**src/rtl/distortion_stage.sv**
```systemverilog
// Multi-mode, multi-channel distortion stage on a valid/ready stream.
// Three stages (capture, pre-gain, shaping) move together on advance.
// Config is latched on channel-0 beats so a frame never mixes settings.
module distortion_stage #(
    parameter int DATA_WIDTH = 24,
    parameter int CHANNELS   = 2,
    parameter int GAIN_WIDTH = 8,
    parameter int CH_W       = (CHANNELS > 1) ? $clog2(CHANNELS) : 1
) (
    input  logic                  clk,
    input  logic                  resetn,
    input  logic [1:0]            cfg_mode,
    input  logic [GAIN_WIDTH-1:0] cfg_gain,
    input  logic [DATA_WIDTH-2:0] cfg_threshold,
    input  logic [4:0]            cfg_crush,
    input  logic [DATA_WIDTH-1:0] s_data,
    input  logic [CH_W-1:0]       s_chan,
    input  logic                  s_valid,
    output logic                  s_ready,
    output logic [DATA_WIDTH-1:0] m_data,
    output logic [CH_W-1:0]       m_chan,
    output logic                  m_valid,
    input  logic                  m_ready,
    input  logic                  clip_clr,
    output logic [15:0]           clip_count
);
    localparam int STAGES = 2;
    localparam int PW     = DATA_WIDTH + GAIN_WIDTH + 1;
    localparam logic signed [PW-1:0] MAXV = {{(GAIN_WIDTH+2){1'b0}}, {(DATA_WIDTH-1){1'b1}}};
    localparam logic signed [PW-1:0] MINV = ~MAXV;

    typedef struct packed {
        logic [1:0]            mode;
        logic [GAIN_WIDTH-1:0] gain;
        logic [DATA_WIDTH-2:0] thr;
        logic [4:0]            crush;
    } cfg_t;

    localparam cfg_t CFG_RST = '{mode: 2'd0, gain: GAIN_WIDTH'(16),
                                 thr: {(DATA_WIDTH-1){1'b1}}, crush: 5'd0};

    logic [STAGES:0]              r_vld_pipe;
    cfg_t                         r_act;
    cfg_t                         w_cfg_in, w_beat_cfg;
    logic                         w_adv, w_accept;

    logic signed [DATA_WIDTH-1:0] r_s0_data;
    logic [CH_W-1:0]              r_s0_chan;
    cfg_t                         r_s0_cfg;

    logic signed [PW-1:0]         w_a, w_g, w_prod, w_shr;
    logic signed [DATA_WIDTH-1:0] w_gained;
    logic                         w_sat;

    logic signed [DATA_WIDTH-1:0] r_s1_x;
    logic                         r_s1_sat;
    logic [CH_W-1:0]              r_s1_chan;
    logic [1:0]                   r_s1_mode;
    logic [DATA_WIDTH-2:0]        r_s1_thr;
    logic [4:0]                   r_s1_crush;

    logic signed [DATA_WIDTH-1:0] w_t, w_neg_t, w_neg_half, w_shaped;
    logic [DATA_WIDTH-1:0]        w_mask;
    int                           w_crush_amt;
    logic                         w_evt;

    logic [DATA_WIDTH-1:0]        r_m_data;
    logic [CH_W-1:0]              r_m_chan;
    logic                         r_m_evt;
    logic [15:0]                  r_clip_cnt;

    // Whole pipe stalls only when the output holds an untaken beat
    assign w_adv    = !r_vld_pipe[STAGES] || m_ready;
    assign w_accept = s_valid && w_adv;
    assign s_ready  = w_adv;
    assign m_valid  = r_vld_pipe[STAGES];
    assign m_data   = r_m_data;
    assign m_chan   = r_m_chan;
    assign clip_count = r_clip_cnt;

    // A channel-0 beat picks up the live config for itself and its frame
    assign w_cfg_in   = '{mode: cfg_mode, gain: cfg_gain, thr: cfg_threshold, crush: cfg_crush};
    assign w_beat_cfg = (s_chan == '0) ? w_cfg_in : r_act;

    // Active config register, updated only on accepted channel-0 beats
    always_ff @(posedge clk or negedge resetn) begin
        if (!resetn)                      r_act <= CFG_RST;
        else if (w_accept && s_chan == '0) r_act <= w_cfg_in;
    end

    // Stage valids shift together; bubbles stay in place while stalled
    always_ff @(posedge clk or negedge resetn) begin
        if (!resetn)    r_vld_pipe <= '0;
        else if (w_adv) r_vld_pipe <= {r_vld_pipe[STAGES-1:0], s_valid};
    end

    // S0: capture sample, channel and the config that governs it
    always_ff @(posedge clk or negedge resetn) begin
        if (!resetn) begin
            r_s0_data <= '0;
            r_s0_chan <= '0;
            r_s0_cfg  <= CFG_RST;
        end else if (w_accept) begin
            r_s0_data <= s_data;
            r_s0_chan <= s_chan;
            r_s0_cfg  <= w_beat_cfg;
        end
    end

    // Q.4 gain: sign-extend sample, zero-extend gain, full-width product
    assign w_a    = PW'(r_s0_data);
    assign w_g    = PW'({1'b0, r_s0_cfg.gain});
    assign w_prod = w_a * w_g;
    assign w_shr  = w_prod >>> 4;

    // Saturate the scaled value; bypass mode skips gain entirely
    always_comb begin
        w_gained = w_shr[DATA_WIDTH-1:0];
        w_sat    = 1'b0;
        if (r_s0_cfg.mode == 2'd0) begin
            w_gained = r_s0_data;
        end else if (w_shr > MAXV) begin
            w_gained = MAXV[DATA_WIDTH-1:0];
            w_sat    = 1'b1;
        end else if (w_shr < MINV) begin
            w_gained = MINV[DATA_WIDTH-1:0];
            w_sat    = 1'b1;
        end
    end

    // S1: gained sample plus the fields shaping still needs
    always_ff @(posedge clk or negedge resetn) begin
        if (!resetn) begin
            r_s1_x     <= '0;
            r_s1_sat   <= 1'b0;
            r_s1_chan  <= '0;
            r_s1_mode  <= '0;
            r_s1_thr   <= '0;
            r_s1_crush <= '0;
        end else if (w_adv && r_vld_pipe[0]) begin
            r_s1_x     <= w_gained;
            r_s1_sat   <= w_sat;
            r_s1_chan  <= r_s0_chan;
            r_s1_mode  <= r_s0_cfg.mode;
            r_s1_thr   <= r_s0_cfg.thr;
            r_s1_crush <= r_s0_cfg.crush;
        end
    end

    assign w_t         = {1'b0, r_s1_thr};
    assign w_neg_t     = -w_t;
    assign w_neg_half  = -(w_t >>> 1);
    assign w_crush_amt = (int'(r_s1_crush) > DATA_WIDTH - 1) ? DATA_WIDTH - 1 : int'(r_s1_crush);
    assign w_mask      = {DATA_WIDTH{1'b1}} << w_crush_amt;

    // Shaping; clipping in modes 1/2 or gain saturation marks an event
    always_comb begin
        w_shaped = r_s1_x;
        case (r_s1_mode)
            2'd1: begin
                if (r_s1_x > w_t)           w_shaped = w_t;
                else if (r_s1_x < w_neg_t)  w_shaped = w_neg_t;
            end
            2'd2: begin
                if (r_s1_x > w_t)              w_shaped = w_t;
                else if (r_s1_x < w_neg_half)  w_shaped = w_neg_half;
            end
            2'd3:    w_shaped = r_s1_x & w_mask;
            default: w_shaped = r_s1_x;
        endcase
        w_evt = r_s1_sat || ((r_s1_mode == 2'd1 || r_s1_mode == 2'd2) && (w_shaped != r_s1_x));
    end

    // S2: registered output beat with its event flag
    always_ff @(posedge clk or negedge resetn) begin
        if (!resetn) begin
            r_m_data <= '0;
            r_m_chan <= '0;
            r_m_evt  <= 1'b0;
        end else if (w_adv && r_vld_pipe[1]) begin
            r_m_data <= w_shaped;
            r_m_chan <= r_s1_chan;
            r_m_evt  <= w_evt;
        end
    end

    // Count events as beats leave; clear wins over a same-cycle event
    always_ff @(posedge clk or negedge resetn) begin
        if (!resetn)
            r_clip_cnt <= '0;
        else if (clip_clr)
            r_clip_cnt <= '0;
        else if (r_vld_pipe[STAGES] && m_ready && r_m_evt && r_clip_cnt != 16'hFFFF)
            r_clip_cnt <= r_clip_cnt + 16'd1;
    end
endmodule
```
**config.mk**
```make
export PLATFORM = sky130hd
export DESIGN_NAME = distortion_stage
export DESIGN_NICKNAME = d
export VERILOG_FILES = /design/src/rtl/distortion_stage.sv
export SDC_FILE = /design/constraint.sdc
export NUM_CORES = 1
export LEC_CHECK = 0
export ABC_AREA = 1
export CAP_MARGIN = 25
export CORE_ASPECT_RATIO = 1.1
export CORE_MARGIN = 2
export CORE_UTILIZATION = 41
export DETAILED_ROUTE_END_ITERATION = 12
export HOLD_SLACK_MARGIN = 0.15
export PLACE_DENSITY_LB_ADDON = 0.15
export SYNTH_ARGS = -nofsm -noshare
export SYNTH_HDL_FRONTEND = slang
export SYNTH_SLANG_ARGS = --single-unit
```
**constraint.sdc**
```tcl
create_clock -name clk -period 12.7 [get_ports clk]
set_input_delay 1.905 -clock clk [delete_from_list [all_inputs] [get_ports clk]]
set_output_delay 1.905 -clock clk [all_outputs]
set_load 0.02 [all_outputs]
```
==> results of run 1 <==
[layout by cell type, fill, tap and decap left out, types with 3 or more instances in the layout]
master,synthesis,final
clkinv_2,0,4
dfstp_2,48,48
buf_16,0,3
buf_4,7,21
o211ai_1,39,39
inv_1,602,602
nand3_2,4,4
o21a_1,6,6
clkbuf_16,0,27
nand4_1,36,36
nand2_1,849,848
inv_2,10,10
xnor2_1,14,14
clkinv_1,7,7
o21ai_0,186,186
a21oi_1,104,104
dfrtp_1,154,154
nand2_2,12,13
clkbuf_1,95,6
o21ai_2,3,3
nor4_1,6,6
a21oi_2,3,3
clkdlybuf4s50_1,0,109
fa_1,150,150
nor2_2,7,7
nor3_1,20,20
nand3_1,162,162
clkbuf_8,0,4
inv_6,0,4
o21ai_1,6,6
xor2_1,44,44
a21o_1,5,5
ha_1,139,139
nand3b_1,5,5
nor2_1,119,117
a211oi_1,3,3
a31oi_1,16,16
[worst max path at each step]
| stage | from | end | slack (ns) | cells after the start |
|---|---|---|---|---|
| floorplan | r_s0_cfg[32] | r_s1_sat | 7.35 | 25 |
| global placement | r_s0_cfg[30] | r_s1_sat | 6.66 | 28 |
| detailed placement | r_s0_cfg[30] | r_s1_x[0] | 6.47 | 24 |
| CTS | r_s0_cfg[30] | r_s1_x[21] | 6.45 | 24 |
| global route | r_s0_cfg[30] | r_s1_x[13] | 5.92 | 23 |
| finish | r_s0_cfg[30] | r_s1_x[21] | 6.47 | 24 |
[logic make-up after synthesis]
| group | count (synthesis) | share of synthesized area [%] |
|---|---|---|
| and+or+nand+nor | 1223 | 24.6 |
| buffers and inverters | 739 | 14.1 |
| AOI/OAI and AO/OA | 384 | 10.5 |
| adders and majority gates | 289 | 23.2 |
| DFF | 202 | 25.1 |
| xor gates and xnor gates | 58 | 2.49 |
[state kept, by name, summed over array words and instances (netlist names)]
signal	count
r_vld_pipe	3
m_data	24
r_s1_mode	2
m_chan	1
r_s1_thr	23
r_s1_sat	1
r_s0_data	24
clip_count	16
r_s1_x	24
r_s1_chan	1
r_s1_crush	5
r_act	38
r_s0_cfg	38
r_m_evt	1
r_s0_chan	1
[per-layer routing]
layer | track usage [%] | vias to the layer above
met2 | 42.5 | 439
met4 | 8.03 | 2
met5 | 0 | -
li1 | - | 8984
met3 | 3.16 | 108
met1 | 34.1 | 8876
[per-stage QoR]
step	hold slack [ns]	instance area, sq um	utilization, %	instances	setup slack [ns]
6_report	0.476	22900	46.8	3612	6.47
3_5_place_dp	0.459	22000	44.9	3560	6.47
5_1_grt	0.504	22900	46.8	3611	5.92
3_3_place_gp	0.451	22000	44.8	3558	6.66
4_1_cts	0.475	22900	46.7	3610	6.45
2_1_floorplan	0.432	20400	-	2895	7.35
[cells in the mapped netlist (3+ instances only)]
library cell / number
nand2_1: 849
inv_1: 602
o21ai_0: 186
nand3_1: 162
dfrtp_1: 154
fa_1: 150
ha_1: 139
nor2_1: 119
a21oi_1: 104
clkbuf_1: 95
dfstp_2: 48
xor2_1: 44
o211ai_1: 39
nand4_1: 36
nor3_1: 20
a31oi_1: 16
xnor2_1: 14
nand2_2: 12
inv_2: 10
buf_2: 7
buf_4: 7
clkinv_1: 7
nor2_2: 7
buf_6: 6
nor4_1: 6
o21a_1: 6
o21ai_1: 6
a21o_1: 5
nand3b_1: 5
nand3_2: 4
a211oi_1: 3
a21oi_2: 3
dlygate4sd3_1: 3
o21ai_2: 3
[worst register-to-register path, delay by kind of cell (launching register included)]
| kind | cells | cell delay (ns) |
|---|---|---|
| AOI/OAI and AO/OA | 4 | 1.23 |
| xor gates and xnor gates | 1 | 0.20 |
| adders and majority gates | 5 | 2.44 |
| buffers and inverters | 3 | 0.14 |
| DFF | 1 | 1.01 |
| and+or+nand+nor | 11 | 1.13 |
[area by class of cell]
class                           count  share of cell area [%]
Multi-Input combinational cell   1954                    54.3
Clock buffer                       36                    3.22
Antenna cell                        1                  0.0109
Clock inverter                     14                   0.644
Tap cell                          652                    3.56
Sequential cell                   202                    22.3
Timing Repair Buffer              134                    5.87
Inverter                          619                    10.1
==> out/results.ini, run 1 <==
[detailed_routing]
dr_total_vias = 18400
dr.pass1.iters = 5
wl_per_cell_microns = 17.8
met3WireLength_microns = 3100
ant_nets = 0
highest_layer = met5
wl_met1_microns = 28800
drcViolationCount = 0
drt-initial-drc-count = 1273
totalWireLength_microns = 64200
route.met2.wl_microns = 30400
via_per_inst = 5.10

[sta]
setup_viol = 0
finalHoldViolCount = 0
final_max_slew_viol_count = 0
fmax_mhz = 160
finClkSkew_ns = 0.0105
setup_tns_ns = 0
rsz0062_at_grt = false
tightest_slew_ns = 1.02
finalCriticalPeriod_ns = 6.23
relSlewSlack_pct = 32.0
post-route-period-util_pct = 49.1

[worst_setup_path]
critical_path.max_stage_delay_ns = 1.01
rr_endpoint = r_s1_x[21]
start_kind = flip-flop
critPathSlowestCell = dfrtp_1
arrival_ns = 6.72
crit_path_max_fanout = 25
cpLargestDelayFamily = adder cells
worst_ep_required_time_ns = 13.19
r2r_start = r_s0_cfg[30]
critPathKind = reg -> reg
crit_chain = nand2_1 -> fa_1 -> inv_1 -> fa_1 -> inv_1 -> fa_1 -> fa_1 -> inv_1 -> ha_1 -> nand2_1 -> o211ai_2 -> nand3_1 -> nand2_2 -> nand2_2 -> nand2_2 -> a21oi_1 -> o21ai_1 -> xor2_1 -> nand2_1 -> o21ai_4 -> nand2_1 -> nand3_1 -> nand2_1 -> nand2_1
path_buf_inv = 3
crit_top_cell = nand2_1
reg2reg_depth = 24
end_kind = flip-flop
r2r_slack_ns = 6.47

[synthesis]
synth-main-ff-cell = dfrtp_1
syn-mean-instance-area_sq_um = 7.05
synth-async-reset-ratio_pct = 100
synth_enable_flop_cells = 0
synth_area_leaders = dfrtp_1 19%, nand2_1 16%, fa_1 15%
yosys.area.top_type = dfrtp_1
syn_inst = 2895
synth_cell_types = 48
synthesis.area_sq_um = 20400
synth_nets = 3252
yosysWarningCount = 0
synth_top_area_share_pct = 18.9
yosysSeqAreaShare_pct = 25.1
synth-seq-cells = 202

[cells_and_area]
final_nets = 3295
multi_input_area_sq_um = 12400
area_growth_pct = 12.3
fill_cells = 5030
drive_above_1_share_pct = 5.51
seqCellArea_sq_um = 5110

[floorplan]
io_pins = 111
core_sq_um = 49000
rows = 85
die_area_sq_um = 51600
dieHeight_microns = 238
die_x_microns = 217
initial_core_util_pct = 41.6

[clocking]
cts_tree = done
postCtsSetupBuffers = 0
ctsHoldBuffers = 0
cts.path.max_buffers = 3
clkTransAtPathRegs_ns = 0.06
cts_buffers = 27
post_cts_resize_count = 0
numClockSinks = 202
clock_latency_ns = 0.56
root_buffer = clkbuf_16
htree_levels = 1

[min_path]
hold-path-endpoint = r_vld_pipe[2]
min_path_type = reg -> reg
min_from = r_vld_pipe[1]
hold_depth = 2

[placed_design]
gp_congestion = 0.971
dp_hpwl_microns = 50600
port_buffers = 110

[run]
max-cap-violations = 0

[run_status]
status = completed

[grt]
first_global_vias = 18500
gr-usage-all-layers_pct = 25.3
antenna_found_initial = 2
grt_pass1_wl_microns = 103000
grt_max_degree = 84
grt_overflow = 0

Power of run 1 is left out: the tool's default activity adds up to more than one toggle a clock period on the data nets, which glitch-free logic cannot reach.
==> run 2, diff against run 1 <==
==> constraint.sdc (replaced) <==
create_clock -name clk -period 6.38 [get_ports clk]
set_input_delay 0.957 -clock clk [delete_from_list [all_inputs] [get_ports clk]]
set_output_delay 0.957 -clock clk [all_outputs]
set_load 0.02 [all_outputs]
==> run 2 against run 1 <==
Count of clock-buffer cells in the layout grew 3. Core utilization is essentially flat. Worst hold slack lost 0.13 ns. Routed wire length grew 0.99%. Via count grew 1.3%. Critical path depth is the same. Critical endpoint unchanged.
==> out/results.ini, run 2 (synthesized netlist as in run 1, its figures left out) <==
[run_status]
status = completed

[worst_setup_path]
worst_ep_required_time_ns = 6.85  ; -6.34 ns
critPathSlowestCell = dfrtp_1
critPathKind = reg -> reg
start_kind = flip-flop
end_kind = flip-flop
path_buf_inv = 4  ; +1
crit_path_max_fanout = 24  ; -4.0%
critical_path.max_stage_delay_ns = 0.90  ; -0.11 ns
cpLargestDelayFamily = adder cells
arrival_ns = 6.36  ; -0.36 ns
crit_chain = nand2_1 -> fa_1 -> inv_1 -> fa_1 -> fa_1 -> inv_1 -> fa_1 -> inv_1 -> ha_1 -> a21oi_1 -> o21ai_1 -> a21oi_2 -> o21ai_2 -> a21oi_2 -> o21ai_2 -> a21oi_1 -> xnor2_1 -> nand3_2 -> o21ai_4 -> buf_4 -> nand2_1 -> nand3_1 -> nand2_1 -> nand2_1

[clocking]
root_buffer = clkbuf_16
cts_tree = done
cts.path.max_buffers = 3  ; unchanged
clock_latency_ns = 0.56  ; about the same
htree_levels = 1  ; unchanged
clkTransAtPathRegs_ns = 0.06  ; about the same
numClockSinks = 202  ; unchanged
postCtsSetupBuffers = 0  ; unchanged
post_cts_resize_count = 0  ; unchanged
ctsHoldBuffers = 0  ; unchanged
cts_buffers = 26  ; -3.7%

[cells_and_area]
area_growth_pct = 12.4  ; about the same
layout_commonest_cell = nand2_1
fill_cells = 4993  ; -0.74%
fin_cells = 3617  ; +0.14%
final_cell_mix = 848 x nand2_1, 602 x inv_1, 186 x o21ai_0, 162 x nand3_1, 153 x dfrtp_1
seqCellArea_sq_um = 5120  ; about the same
final_nets = 3302  ; +0.21%
drive_above_1_share_pct = 5.70  ; +0.19 points
antenna_cells = 0  ; -1
multi_input_area_sq_um = 12400  ; unchanged
top_regs = r_act: 38 flops, r_s0_cfg: 38 flops

[detailed_routing]
totalWireLength_microns = 64900  ; +0.99%
via_per_inst = 5.15  ; +1.1%
wl_per_cell_microns = 17.9  ; +0.85%
ant_nets = 0  ; unchanged
dr_total_vias = 18600  ; +1.3%
drcViolationCount = 0  ; unchanged
drt-initial-drc-count = 1357  ; +6.6%
dr.pass1.iters = 5  ; unchanged

[sta]
post-route-period-util_pct = 92.3  ; +43 points
finalCriticalPeriod_ns = 5.89  ; -0.347 ns
fmax_mhz = 170  ; +5.9%
relSlewSlack_pct = 34.2  ; +2.2 points
rsz0062_at_grt = false
final_max_slew_viol_count = 0  ; unchanged
setup_slack_ns = 0.494  ; -5.97 ns
finalHoldViolCount = 0  ; unchanged
tightest_slew_ns = 0.986  ; -0.0333 ns
setup_tns_ns = 0  ; unchanged
finClkSkew_ns = 0.0274  ; +0.0169 ns
setup_viol = 0  ; unchanged

[floorplan]
initial_core_util_pct = 41.6  ; unchanged
dieHeight_microns = 238  ; unchanged
io_pins = 111  ; unchanged
die_area_sq_um = 51600  ; unchanged
rows = 85  ; unchanged
die_x_microns = 217  ; unchanged
core_sq_um = 49000  ; unchanged

[placed_design]
dp_hpwl_microns = 51300  ; +1.4%
port_buffers = 110  ; unchanged
dp.cells = 3569  ; +0.25%
pre_cts_ws_ns = 0.488  ; -5.99 ns
gp_congestion = 0.961  ; -1.1%

[grt]
grt_overflow = 0  ; unchanged
grt_pass1_wl_microns = 104000  ; +0.94%
antenna_found_initial = 1  ; -1
gr-usage-all-layers_pct = 25.6  ; +0.25 points
first_global_vias = 18600  ; +0.81%
grt_max_degree = 157  ; +87%

[min_path]
min_path_type = in -> async

[run]
max-cap-violations = 0  ; unchanged

[run 2: cell count changes in the layout (fill, tap and decap cells not counted), sizes merged]
cell,previous run,this run
buf,24,32
diode,1,0
clkbuf,37,40
clkinv,13,10
inv,616,615
clkinvlp,2,1
[run 2: area by class of cell]
cell class	count	area share (%)
multi-input cells	1954	54.2
well taps	652	3.56
inverters	619	10.1
clock buffers	39	3.36
clock inverters	9	0.496
repair buffers	142	5.92
flip-flops and latches	202	22.3
[run 2: path summary, 6_finish.rpt]
| check | start | to | slack [ns] | depth (start not counted) |
|---|---|---|---|---|
| max | r_s0_cfg[33] | r_s1_x[21] | 0.49 | 24 |
| min | resetn | clip_count[11] | 0.34 | 1 |
| max reg2reg | r_s0_cfg[33] | r_s1_x[21] | 0.49 | 24 |
| min reg2reg | r_vld_pipe[1] | r_vld_pipe[2] | 0.47 | 2 |
| max in group asynchronous | resetn | r_s0_cfg[31] | 4.68 | 2 |
| min in group clk | r_vld_pipe[1] | r_vld_pipe[2] | 0.47 | 2 |
[run 2: metal layers]
layer / GRT usage (%) / vias up / wire length, microns
met2: 43.3 / 493 / 31200
met3: 3.07 / 120 / 3340
met4: 7.85 / 0 / 1960
met5: 0 / - / 0
met1: 34.2 / 9019 / 28400
li1: - / 9010 / -
[run 2: stage by stage]
step	utilization, %	cell area [sq um]	hold slack [ns]
detailed placement	45.0	22100	0.454
floorplan	-	20400	0.432
CTS	46.8	22900	0.339
global placement	45.0	22100	0.452
finish	46.8	22900	0.345
global route	46.8	22900	0.366
Power of run 2 is left out for the same reason.
==> run 3, diff against run 2 <==
--- a/config.mk
+++ b/config.mk
@@ -10,6 +10,7 @@
 export CORE_ASPECT_RATIO = 1.1
 export CORE_MARGIN = 2
 export CORE_UTILIZATION = 41
+export CTS_CLUSTER_DIAMETER = 60
 export DETAILED_ROUTE_END_ITERATION = 12
 export HOLD_SLACK_MARGIN = 0.15
 export PLACE_DENSITY_LB_ADDON = 0.15
==> constraint.sdc (replaced) <==
create_clock -name clk -period 5.6 [get_ports clk]
set_input_delay 0.84 -clock clk [delete_from_list [all_inputs] [get_ports clk]]
set_output_delay 0.84 -clock clk [all_outputs]
set_load 0.02 [all_outputs]
==> run 3 against run 2 <==
Clock skew increased by 0.0025 ns. Die area is the same. Non-clock buffer count rose by 37. Via count grew 0.91%. Final cell count is 1.1% higher. Worst setup slack worse by 0.35 ns. Fmax rose by 8.0%. Core utilization rose by 2.1 points. Cell area increased by 4.5%. Count of clock-buffer cells in the layout down 3. Sequential cell count stayed put. Global-route usage shrank 0.56 points. Highest routed layer unchanged.
==> out/results.ini, run 3 (synthesized netlist as in run 1, its figures left out) <==
[cells_and_area]
fin_area_sq_um = 24000  ; +4.5%
final_nets = 3340  ; +1.2%
drive_above_1_share_pct = 9.06  ; +3.4 points
fin_cells = 3655  ; +1.1%
antenna_cells = 0  ; unchanged
area_growth_pct = 17.5
fill_cells = 4877  ; -2.3%
layout_commonest_cell = nand2_1
final_cell_mix = 841 x nand2_1, 598 x inv_1, 185 x o21ai_0, 162 x nand3_1, 147 x dfrtp_1
top_regs = r_act: 38 flops, r_s0_cfg: 38 flops

[floorplan]
initial_core_util_pct = 41.6  ; unchanged
core_sq_um = 49000  ; unchanged
rows = 85  ; unchanged
dieHeight_microns = 238  ; unchanged
die_area_sq_um = 51600  ; unchanged
die_x_microns = 217  ; unchanged
io_pins = 111  ; unchanged

[grt]
antenna_found_initial = 0  ; -1
gr-usage-all-layers_pct = 25.0  ; -0.56 points
first_global_vias = 18600  ; -0.11%
grt_pass1_wl_microns = 102000  ; -1.6%
grt_max_degree = 145  ; -7.6%
grt_overflow = 0  ; unchanged

[sta]
relSlewSlack_pct = 35.1  ; +0.89 points
finClkSkew_ns = 0.0299  ; +0.00249 ns
tightest_slew_ns = 0.971  ; -0.0157 ns
finalHoldViolCount = 0  ; unchanged
final_max_slew_viol_count = 0  ; unchanged
fmax_mhz = 183  ; +8.0%
setup_tns_ns = 0  ; unchanged
post-route-period-util_pct = 97.3  ; +5.1 points
setup_viol = 0  ; unchanged
finalCriticalPeriod_ns = 5.45  ; -0.435 ns
setup_slack_ns = 0.149  ; -0.345 ns

[worst_setup_path]
cpLargestDelayFamily = adder cells
arrival_ns = 5.94  ; -0.42 ns
critPathSlowestCell = dfstp_4
start_kind = flip-flop
crit_path_max_fanout = 6  ; -75%
critical_path.max_stage_delay_ns = 0.69  ; -0.21 ns
critPathKind = reg -> reg
crit_path_start = r_s0_cfg[32]
worst_ep_required_time_ns = 6.09  ; -0.76 ns
r2r_start = r_s0_cfg[32]
path_buf_inv = 6  ; +2
end_kind = flip-flop

[placed_design]
pre_cts_ws_ns = 0.0685  ; -0.419 ns
dp.cells = 3577  ; +0.22%
port_buffers = 110  ; unchanged
gp_congestion = 0.948  ; -1.3%
dp_hpwl_microns = 49900  ; -2.7%
postPlaceCellArea_sq_um = 22200  ; +0.82%

[detailed_routing]
wl_per_cell_microns = 18.1  ; +1.0%
ant_nets = 0  ; unchanged
dr_total_vias = 18800  ; +0.91%
dr.pass1.iters = 5  ; unchanged
drcViolationCount = 0  ; unchanged
totalWireLength_microns = 66200  ; +2.1%
drt-initial-drc-count = 1371  ; +1.0%
via_per_inst = 5.15  ; -0.14%

[clocking]
clock_latency_ns = 0.56  ; about the same
root_buffer = clkbuf_16
htree_levels = 1  ; unchanged
clkTransAtPathRegs_ns = 0.06  ; about the same
cts_tree = done
cts_buffers = 27  ; +3.8%
numClockSinks = 202  ; unchanged
ctsHoldBuffers = 0  ; unchanged
cts.path.max_buffers = 3  ; unchanged

[run_status]
status = completed

[min_path]
min_path_type = in -> async

[run]
max-cap-violations = 0  ; unchanged

-- run 3: metal layers --
metal  global-route usage, %  wire, microns  up-vias  share of wire, %
met5                       0              0        -                 0
met4                    7.33           2190        0               3.3
met3                    2.05           3270      126               4.9
met2                    43.0          31600      487                48
met1                    33.7          29100     9120                44
li1                        -              -     9078                 -
-- run 3: final timing paths --
check                            endpoint  slack, ns  cells after the start
max                            r_s1_x[17]       0.15                     26
min                        clip_count[15]       0.26                      1
max reg2reg                    r_s1_x[17]       0.15                     26
min reg2reg                 r_vld_pipe[2]       0.47                      2
max in group asynchronous    r_s0_cfg[29]       4.03                      2
min in group clk            r_vld_pipe[2]       0.47                      2
-- run 3: through the flow --
step,util (%),hold WS (ns)
2_1_floorplan,-,0.432
3_3_place_gp,45.3,0.455
3_5_place_dp,45.4,0.459
4_1_cts,47.3,0.258
5_1_grt,48.9,0.283
6_report,48.9,0.256
-- run 3: area by class of cell --
class                      count  area [sq um]  share of cell area, %
tap                          652           816                   3.40
timing repair buffer         179          1920                   7.99
inverter                     619          2320                   9.69
sequential                   202          5130                   21.4
clock inverter                13           195                  0.814
multi-input combinational   1954         12900                   53.6
clock buffer                  36           739                   3.08
-- run 3: what timing repair did --
item,in CTS,in global routing
setup buffers,0,20
setup endpoints to repair,0,24
resized for setup,0,97
Power of run 3 is left out for the same reason.
